<file path="src/rtl/dual_psum_accumulator.sv">
// dual_psum_accumulator: windowed saturating accumulation of dual int16 products
// into a 2-entry valid/ready output FIFO.
module dual_psum_accumulator #(
    parameter int ACC_W      = 32,
    parameter int LEN_W      = 16,
    parameter int FIFO_DEPTH = 2
) (
    input  logic                    clk,
    input  logic                    rst_n,
    input  logic                    start,
    input  logic                    abort,
    input  logic [LEN_W-1:0]        len,
    input  logic signed [15:0]      mult_data1,
    input  logic signed [15:0]      mult_data2,
    input  logic                    mult_dv,
    output logic signed [ACC_W-1:0] acc1,
    output logic signed [ACC_W-1:0] acc2,
    output logic                    sat,
    output logic                    vld,
    input  logic                    rdy,
    output logic                    ovf,
    output logic                    busy
);
    typedef enum logic {IDLE, ACC} state_t;
    typedef struct packed {
        logic                    s;
        logic signed [ACC_W-1:0] a2;
        logic signed [ACC_W-1:0] a1;
    } entry_t;

    state_t                  state, state_nx;
    logic signed [ACC_W-1:0] sum1, sum2, nx1, nx2;
    logic signed [ACC_W:0]   add1, add2;
    logic [LEN_W-1:0]        cnt, win_len;
    logic                    win_sat, ov1, ov2, step, last, pop, clr, go;
    logic [1:0]              fill, fill_after;
    entry_t                  e0, e1, din;

    always_comb begin
        go         = state == IDLE && start && !abort;
        state_nx   = abort ? IDLE : go ? ACC : state;
        step       = state == ACC && !abort && mult_dv;
        last       = step && cnt == win_len - LEN_W'(1);
        clr        = go || (state == ACC && abort) || last;
        add1       = {sum1[ACC_W-1], sum1} + (ACC_W+1)'(mult_data1);
        add2       = {sum2[ACC_W-1], sum2} + (ACC_W+1)'(mult_data2);
        ov1        = add1[ACC_W] ^ add1[ACC_W-1];
        ov2        = add2[ACC_W] ^ add2[ACC_W-1];
        // on overflow the extra sign bit tells which rail to clamp to
        nx1        = ov1 ? {add1[ACC_W], {(ACC_W-1){~add1[ACC_W]}}} : add1[ACC_W-1:0];
        nx2        = ov2 ? {add2[ACC_W], {(ACC_W-1){~add2[ACC_W]}}} : add2[ACC_W-1:0];
        din        = '{s: win_sat | ov1 | ov2, a2: nx2, a1: nx1};
        pop        = vld && rdy;
        fill_after = fill - 2'(pop);
    end

    assign vld  = fill != 2'd0;
    assign acc1 = e0.a1;
    assign acc2 = e0.a2;
    assign sat  = e0.s;
    assign busy = state == ACC;

    always_ff @(posedge clk or negedge rst_n) begin
        if (!rst_n) state <= IDLE;
        else state <= state_nx;
    end

    always_ff @(posedge clk or negedge rst_n) begin
        if (!rst_n) begin
            sum1    <= '0;
            sum2    <= '0;
            cnt     <= '0;
            win_len <= LEN_W'(1);
            win_sat <= 1'b0;
            ovf     <= 1'b0;
            fill    <= 2'd0;
            e0      <= '0;
            e1      <= '0;
        end else begin
            if (clr) begin
                sum1    <= '0;
                sum2    <= '0;
                cnt     <= '0;
                win_sat <= 1'b0;
            end else if (step) begin
                sum1    <= nx1;
                sum2    <= nx2;
                cnt     <= cnt + LEN_W'(1);
                win_sat <= win_sat | ov1 | ov2;
            end
            if (go) begin
                win_len <= len == '0 ? LEN_W'(1) : len;
                ovf     <= 1'b0;
            end
            // pop shifts first, so a push lands in the slot freed this cycle
            if (pop) e0 <= e1;
            if (last && fill_after == 2'd0) e0 <= din;
            if (last && fill_after == 2'd1) e1 <= din;
            if (last && fill_after == 2'(FIFO_DEPTH)) ovf <= 1'b1;
            fill <= fill_after + 2'(last && fill_after != 2'(FIFO_DEPTH));
        end
    end
endmodule

</file>
<file path="config.mk">
export PLATFORM = sky130hd
export DESIGN_NAME = dual_psum_accumulator
export DESIGN_NICKNAME = d
export VERILOG_FILES = /design/src/rtl/dual_psum_accumulator.sv
export SDC_FILE = /design/constraint.sdc
export NUM_CORES = 1
export LEC_CHECK = 0
export ABC_AREA = 1
export BUFFER_PORTS_ARGS = -buffer_cell sky130_fd_sc_hd__buf_2
export CORE_MARGIN = 2
export CORE_UTILIZATION = 30
export CTS_BUF_LIST = sky130_fd_sc_hd__clkbuf_16
export DETAILED_ROUTE_END_ITERATION = 6
export MAX_ROUTING_LAYER = met4
export PLACE_DENSITY_LB_ADDON = 0.1
export SLEW_MARGIN = 25
export SYNTH_ARGS = -nofsm -noshare
export SYNTH_HDL_FRONTEND = slang
export SYNTH_SLANG_ARGS = --single-unit
</file>
<file path="constraint.sdc">
create_clock -name clk -period 5 [get_ports clk]
set_input_delay 0.25 -clock clk [delete_from_list [all_inputs] [get_ports clk]]
set_output_delay 0.25 -clock clk [all_outputs]
set_load 0.03 [all_outputs]
</file>
==> run summary, run 1 <==
Vias/cell -> 4.613
Post-synth EDFFs -> 0
Final setup violation count -> 0
Switching Fraction -> 0.4222
Cell count after synthesis -> 2,570
Die width -> 237.7 um
Boundary pin count -> 122
CP required -> 5.51 ns
Switch Pwr -> 2.807 mW
Clk buf depth -> 3
Pins Over Slew Limit -> 0
Total track usage -> 0.2010
Power Dens Cells -> 354.0 mW/mm2
Detail Placement HPWL -> 39,600 um
Tmin final -> 4.145 ns
Crit path max-delay family -> simple AND/OR/NAND/NOR gates
ANT nets after route -> 0
Syn Nets -> 2,698
Comb pwr share -> 0.383
Drt first pass iters -> 7
Slew Limit Headroom -> 0.3690
RSZ-0062 raised after global routing -> false
Port Buffers -> 121
Layout cells sized above 1 -> 0.08736
Gpl congestion -> 0.9132
Drt first-iter violations -> 946
Commonest cells in the netlist -> nand2_1, inv_1, dfrtp_1
Via Count -> 15,730
Largest stage delay, worst path -> 0.67 ns
Routed WL -> 54,140 um
Top FF cell, synth -> dfrtp_1
Worst-path clk slew -> 0.06 ns
CP max stage cell -> inv_1
Most used cell, CP -> nand2_1
Fmax achieved -> 241.2 MHz
Synth top area cells -> dfrtp_1, nand2_1, inv_1
Initial Utilization -> 0.3039
Row count -> 85
#FFs+latches synth -> 231
Netlist cell types -> 42
CP Capture Type -> flop
Filler cells -> 5,950
Cell internal pwr -> 3.841 mW
Root buf cell -> clkbuf_16
Drc violations -> 0
Setup TNS -> 0 ns
Status -> finished, final reports clean
Register area share after synthesis -> 0.3528
CP arrival -> 4.65 ns
Synth top area share -> 0.3512
Max-Cap Viols -> 0
Peak supply drop -> 0.0002434 V
Net count, final -> 2,819
First-pass GRT wire length -> 87,920 um
Most frequent cell after synthesis -> nand2_1
Final period util -> 0.8290
Clk Latency, worst-skew pair -> 0.58 ns
Bufs and invs on worst path -> 4
DIE AREA -> 0.05651 mm2
DIE HEIGHT -> 237.7 um
Initial antenna violation count -> 1
H-tree depth -> 1
DR WL/cell -> 15.88 um
CTS buffer count -> 30
Mean Syn Cell Area -> 6.377 um2
Final Hold Fails -> 0
WS Path Type -> reg -> reg
Setup bufs post-CTS -> 0
Yosys warning count -> 0
Seq pwr share -> 0.313
Fraction of power consumed by the clock network -> 0.304
CTS tree -> yes
Ys async rst share -> 1.000
Crit path cell chain -> ha_1, a21oi_1, o21ai_0, nand2_1, nand2_1, a21oi_1, nand2_1, nand4_1, nand3_1, xor2_1, ha_1, buf_4, inv_1, nand3_1, nand2_1, inv_1, nand2_1, nand2_1, inv_1
Antenna diodes -> 0
Worst Max-Slew Pin Slew -> 0.9465 ns
Hold Path Class -> in -> reg
P_leak -> 11.06 nW
# hold bufs at CTS -> 19
Grt total ovfl -> 0
Max FO, Critical Path -> 20
Clk sinks -> 231
Number of global-route vias before repair -> 15,720
Largest net degree at the start of global routing -> 105
Clock Skews -> 0.02116 ns
Final hold slack -> 0.2217 ns
CTS resizes -> 0
Area leader, netlist -> dfrtp_1
Placeable core region -> 0.05392 mm2
Layout area overhead -> 14.58%
Crit path launch type -> flop
Cell area after synthesis -> 0.01639 mm2
[through the flow]
| stage | total power [mW] | cells | cell area [um2] | setup slack, ns | utilization |
|---|---|---|---|---|---|
| floorplan | 3.830 | 2570 | 16390 | 2.008 | - |
| global placement | 4.672 | 3336 | 17680 | 0.6008 | 0.3279 |
| detailed placement | 4.679 | 3336 | 17680 | 0.6225 | 0.3280 |
| CTS | 6.771 | 3409 | 18780 | 0.8534 | 0.3483 |
| global route | 7.200 | 3409 | 18780 | 0.4854 | 0.3483 |
| finish | 6.648 | 3409 | 18780 | 0.8549 | 0.3483 |
[cells in the final DEF, fill, tap and decap left out, types with 8 or more instances in the layout]
cell	Yosys	final
dlygate4sd3_1	0	19
nor3_1	16	15
inv_1	404	412
o21ai_1	45	45
nor2_1	164	164
o21ai_0	111	111
dfrtp_1	230	230
o21ai_2	27	27
clkinv_1	0	8
xor2_1	15	15
nand3b_1	12	12
inv_2	8	8
buf_2	23	120
clkbuf_16	0	31
nand2_1	1089	1088
a21oi_1	82	82
nand3_1	127	126
nand4_1	33	33
nor4_1	11	11
ha_1	72	72
buf_4	2	19
[per-layer routing]
| metal | part of all wire | up-vias | global-route usage | routed length (um) |
|---|---|---|---|---|
| met5 | 0 | - | - | 0 |
| met1 | 0.51 | 7209 | 0.2831 | 27590 |
| met4 | 0.017 | 0 | 0.03469 | 907 |
| li1 | - | 8203 | - | - |
| met2 | 0.44 | 258 | 0.3152 | 23840 |
| met3 | 0.033 | 57 | 0.02148 | 1806 |
[state kept, by name, indices dropped and copies added, names as in the netlist]
| register | count |
|---|---|
| e1 | 65 |
| acc1 | 32 |
| acc2 | 32 |
| sum1 | 32 |
| sum2 | 32 |
| cnt | 16 |
| win_len | 16 |
| fill | 2 |
| busy | 1 |
| ovf | 1 |
| sat | 1 |
| win_sat | 1 |
[layout make-up]
cell class                      instances  area [um2]  area share
Sequential cell                       231        5782      0.3079
Multi-Input combinational cell       1856        8705      0.4636
Inverter                              412        1549     0.08249
Clock inverter                         23       127.6    0.006796
Tap cell                              696       870.8     0.04638
Clock buffer                           31       775.7     0.04131
Timing Repair Buffer                  160       968.4     0.05157
[kinds of logic (layout without fill, tap and decap cells)]
group                    after synthesis  count (layout)  synth area share
AO/OA/AOI/OAI                        286             286           0.09696
flip-flops                           231             231            0.3528
XOR/XNOR                              21              21           0.01122
AND/OR/NAND/NOR                     1475            1475            0.3640
buffers and inverters                483             626            0.1176
adder cells (fa/ha/maj)               74              74           0.05741
[worst register-to-register path, cell delays in order, from the launching register on]
cell and delay, ns:
dfrtp_1 0.41, ha_1 0.38, a21oi_1 0.26, o21ai_0 0.17, nand2_1 0.09, nand2_1 0.05
a21oi_1 0.29, nand2_1 0.13, nand4_1 0.09, nand3_1 0.14, xor2_1 0.18, ha_1 0.29
buf_4 0.21, inv_1 0.67, nand3_1 0.33, nand2_1 0.15, inv_1 0.07, nand2_1 0.07
nand2_1 0.06, inv_1 0.05
[path summary, 6_finish.rpt]
check	startpoint	cells past startpoint	slack, ns	to
worst min register to register	e1[37]	2	0.48	e1[37]
min in group asynchronous	rst_n	2	0.29	sum1[23]
worst min-delay path	mult_dv	3	0.22	cnt[5]
worst max register to register	sum1[20]	19	0.85	acc1[20]
max in group asynchronous	rst_n	3	3.40	e1[8]
worst max-delay path	sum1[20]	19	0.85	acc1[20]
[power groups by stage]
stage,Clock (mW),Combinational (mW),Sequential [mW]
final,2.02,2.54,2.08
after global routing,2.17,2.93,2.10
after CTS,2.10,2.59,2.08
after detailed placement,0,2.57,2.11
after global placement,0,2.56,2.12
after floorplan,0,1.75,2.08
(Power assumes the default switching activity.)
==> run 2, diff against run 1 <==
==> constraint.sdc (replaced) <==
create_clock -name clk -period 4.2 [get_ports clk]
set_input_delay 0.21 -clock clk [delete_from_list [all_inputs] [get_ports clk]]
set_output_delay 0.21 -clock clk [all_outputs]
set_load 0.03 [all_outputs]
==> run summary, run 2 (synthesized netlist as in run 1, its figures left out) <==
Status -> finished, final reports clean (unchanged)
Layout area overhead -> 15.14% (was 14.58%)
P_leak -> 11.11 nW (was 11.06 nW)
WS Path Type -> reg -> reg (unchanged)
Initial antenna violation count -> 3 (was 1)
DIE HEIGHT -> 237.7 um (unchanged)
Layout cells sized above 1 -> 0.08809 (was 0.08736)
Drt first pass iters -> 5 (was 7)
Fmax achieved -> 286.6 MHz (was 241.2 MHz)
Critical path origin -> sum2[0] (was sum1[20])
Comb pwr share -> 0.382 (was 0.383)
Port Buffers -> 121 (unchanged)
CP Capture Type -> flop (unchanged)
Initial Utilization -> 0.3039 (unchanged)
CTS buffer count -> 29 (was 30)
Placeable core region -> 0.05392 mm2 (unchanged)
Biggest register -> e1 (unchanged)
Number of flip-flops in the largest register -> 65 (unchanged)
Worst hold path depth -> 5 (was 3)
Max-Cap Viols -> 0 (unchanged)
Final Hold Fails -> 0 (unchanged)
Worst-path clk slew -> 0.06 ns (about the same)
Drt first-iter violations -> 848 (was 946)
Routed WL -> 54,020 um (was 54,140 um)
Clk buf depth -> 3 (unchanged)
Worst Max-Slew Pin Slew -> 0.9593 ns (was 0.9465 ns)
Net count, final -> 2,823 (was 2,819)
Clock Skews -> 0.01372 ns (was 0.02116 ns)
Setup TNS -> 0 ns (unchanged)
Max FO, Critical Path -> 13 (was 20)
Largest net degree at the start of global routing -> 109 (was 105)
Most frequent cells in the layout -> nand2_1, inv_1, dfrtp_1 (unchanged)
Pins Over Slew Limit -> 0 (unchanged)
Row count -> 85 (unchanged)
CP arrival -> 3.94 ns (was 4.65 ns)
Boundary pin count -> 122 (unchanged)
Vias/cell -> 4.636 (was 4.613)
H-tree depth -> 1 (unchanged)
DIE AREA -> 0.05651 mm2 (unchanged)
Gpl congestion -> 0.9253 (was 0.9132)
Peak supply drop -> 0.0003386 V (was 0.0002434 V)
Reg2reg path depth -> 19 (unchanged)
Fraction of power consumed by the clock network -> 0.308 (was 0.304)
Min-delay src -> mult_dv (unchanged)
Die width -> 237.7 um (unchanged)
Root buf cell -> clkbuf_16 (unchanged)
RR Startpoint -> sum2[0] (was sum1[20])
Hold Path Class -> in -> reg (unchanged)
First-pass GRT wire length -> 86,990 um (was 87,920 um)
Fin util -> 0.3499 (was 0.3483)
Tmin final -> 3.489 ns (was 4.145 ns)
CTS tree -> yes (unchanged)
RSZ-0062 raised after global routing -> false (unchanged)
Clk Latency, worst-skew pair -> 0.57 ns (was 0.58 ns)
CP required -> 4.65 ns (was 5.51 ns)
Cell internal pwr -> 4.695 mW (was 3.841 mW)
DR WL/cell -> 15.84 um (was 15.88 um)
Total track usage -> 0.1989 (was 0.2010)
ANT nets after route -> 0 (unchanged)
Drc violations -> 0 (unchanged)
Via Count -> 15,810 (was 15,730)
Seq pwr share -> 0.310 (was 0.313)
Crit path launch type -> flop (unchanged)
Commonest non-fill, non-tap cell in the layout -> nand2_1 (unchanged)
Grt total ovfl -> 0 (unchanged)
Switching Fraction -> 0.4138 (was 0.4222)
Switch Pwr -> 3.314 mW (was 2.807 mW)
Detail Placement HPWL -> 40,060 um (was 39,600 um)
Final setup violation count -> 0 (unchanged)
Setup bufs post-CTS -> 0 (unchanged)
Power Dens Cells -> 424.5 mW/mm2 (was 354.0 mW/mm2)
Clk sinks -> 231 (unchanged)
Slew Limit Headroom -> 0.3605 (was 0.3690)
Number of global-route vias before repair -> 15,440 (was 15,720)
Final period util -> 0.8307 (was 0.8290)
## run 2: critical path: stages (launching register included)
cell and delay, ns:
dfrtp_1 0.38, ha_1 0.28, fa_1 0.47, nand3_1 0.10, nand3_1 0.16, nand2_1 0.10
nand2_1 0.16, nand2_1 0.11, nand2_1 0.16, nand2_1 0.12, nand2_1 0.06, nand2_1 0.08
nand2_1 0.08, ha_1 0.30, inv_1 0.05, buf_4 0.20, nor3_1 0.31, inv_1 0.08
nand4_1 0.10, nand3_1 0.07
## run 2: path summary, 6_finish.rpt
check                      endpoint  slack (ns)
max                             sat        0.71
min                         cnt[12]        0.20
max reg2reg                     sat        0.71
min reg2reg                  e1[40]        0.48
max in group asynchronous    e1[45]        2.90
min in group asynchronous  acc1[23]        0.29
## run 2: power groups by stage
| stage | logic (mW) | registers (mW) | clock network, mW |
|---|---|---|---|
| floorplan | 2.08 | 2.48 | 0 |
| global placement | 3.07 | 2.52 | 0 |
| detailed placement | 3.08 | 2.52 | 0 |
| CTS | 3.11 | 2.48 | 2.56 |
| global route | 3.52 | 2.50 | 2.64 |
| finish | 3.06 | 2.48 | 2.47 |
## run 2: stage by stage
| stage | cells | instance area [um2] | hold WS, ns | power [mW] | setup slack, ns |
|---|---|---|---|---|---|
| 2_1_floorplan | 2570 | 16390 | -0.08559 | 4.560 | 1.208 |
| 3_3_place_gp | 3341 | 17770 | 0.3568 | 5.590 | 0.5514 |
| 3_5_place_dp | 3341 | 17770 | 0.3625 | 5.602 | 0.5456 |
| 4_1_cts | 3409 | 18870 | 0.1610 | 8.154 | 0.7016 |
| 5_1_grt | 3410 | 18870 | 0.1800 | 8.664 | 0.3774 |
| 6_report | 3410 | 18870 | 0.1982 | 8.009 | 0.7111 |
## run 2: repair_timing
item / in CTS / in global routing
hold endpoints to repair: 122 / 0
gates resized for setup: 0 / 0
hold buffers: 19 / 0
## run 2: routing by layer
layer,part of all wire,vias to the layer above,track usage
met4,0.022,0,0.04555
met3,0.037,79,0.02392
met2,0.44,250,0.3078
met5,0,-,-
met1,0.50,7280,0.2775
li1,-,8199,-
## run 2: area by class of cell
cell class,count,area (um2)
multi-input cells,1856,8705
clock buffers,29,725.7
diodes,1,2.502
clock inverters,20,181.4
repair buffers,165,1056
flip-flops and latches,231,5782
well taps,696,870.8
inverters,412,1546
fillers,5912,35050
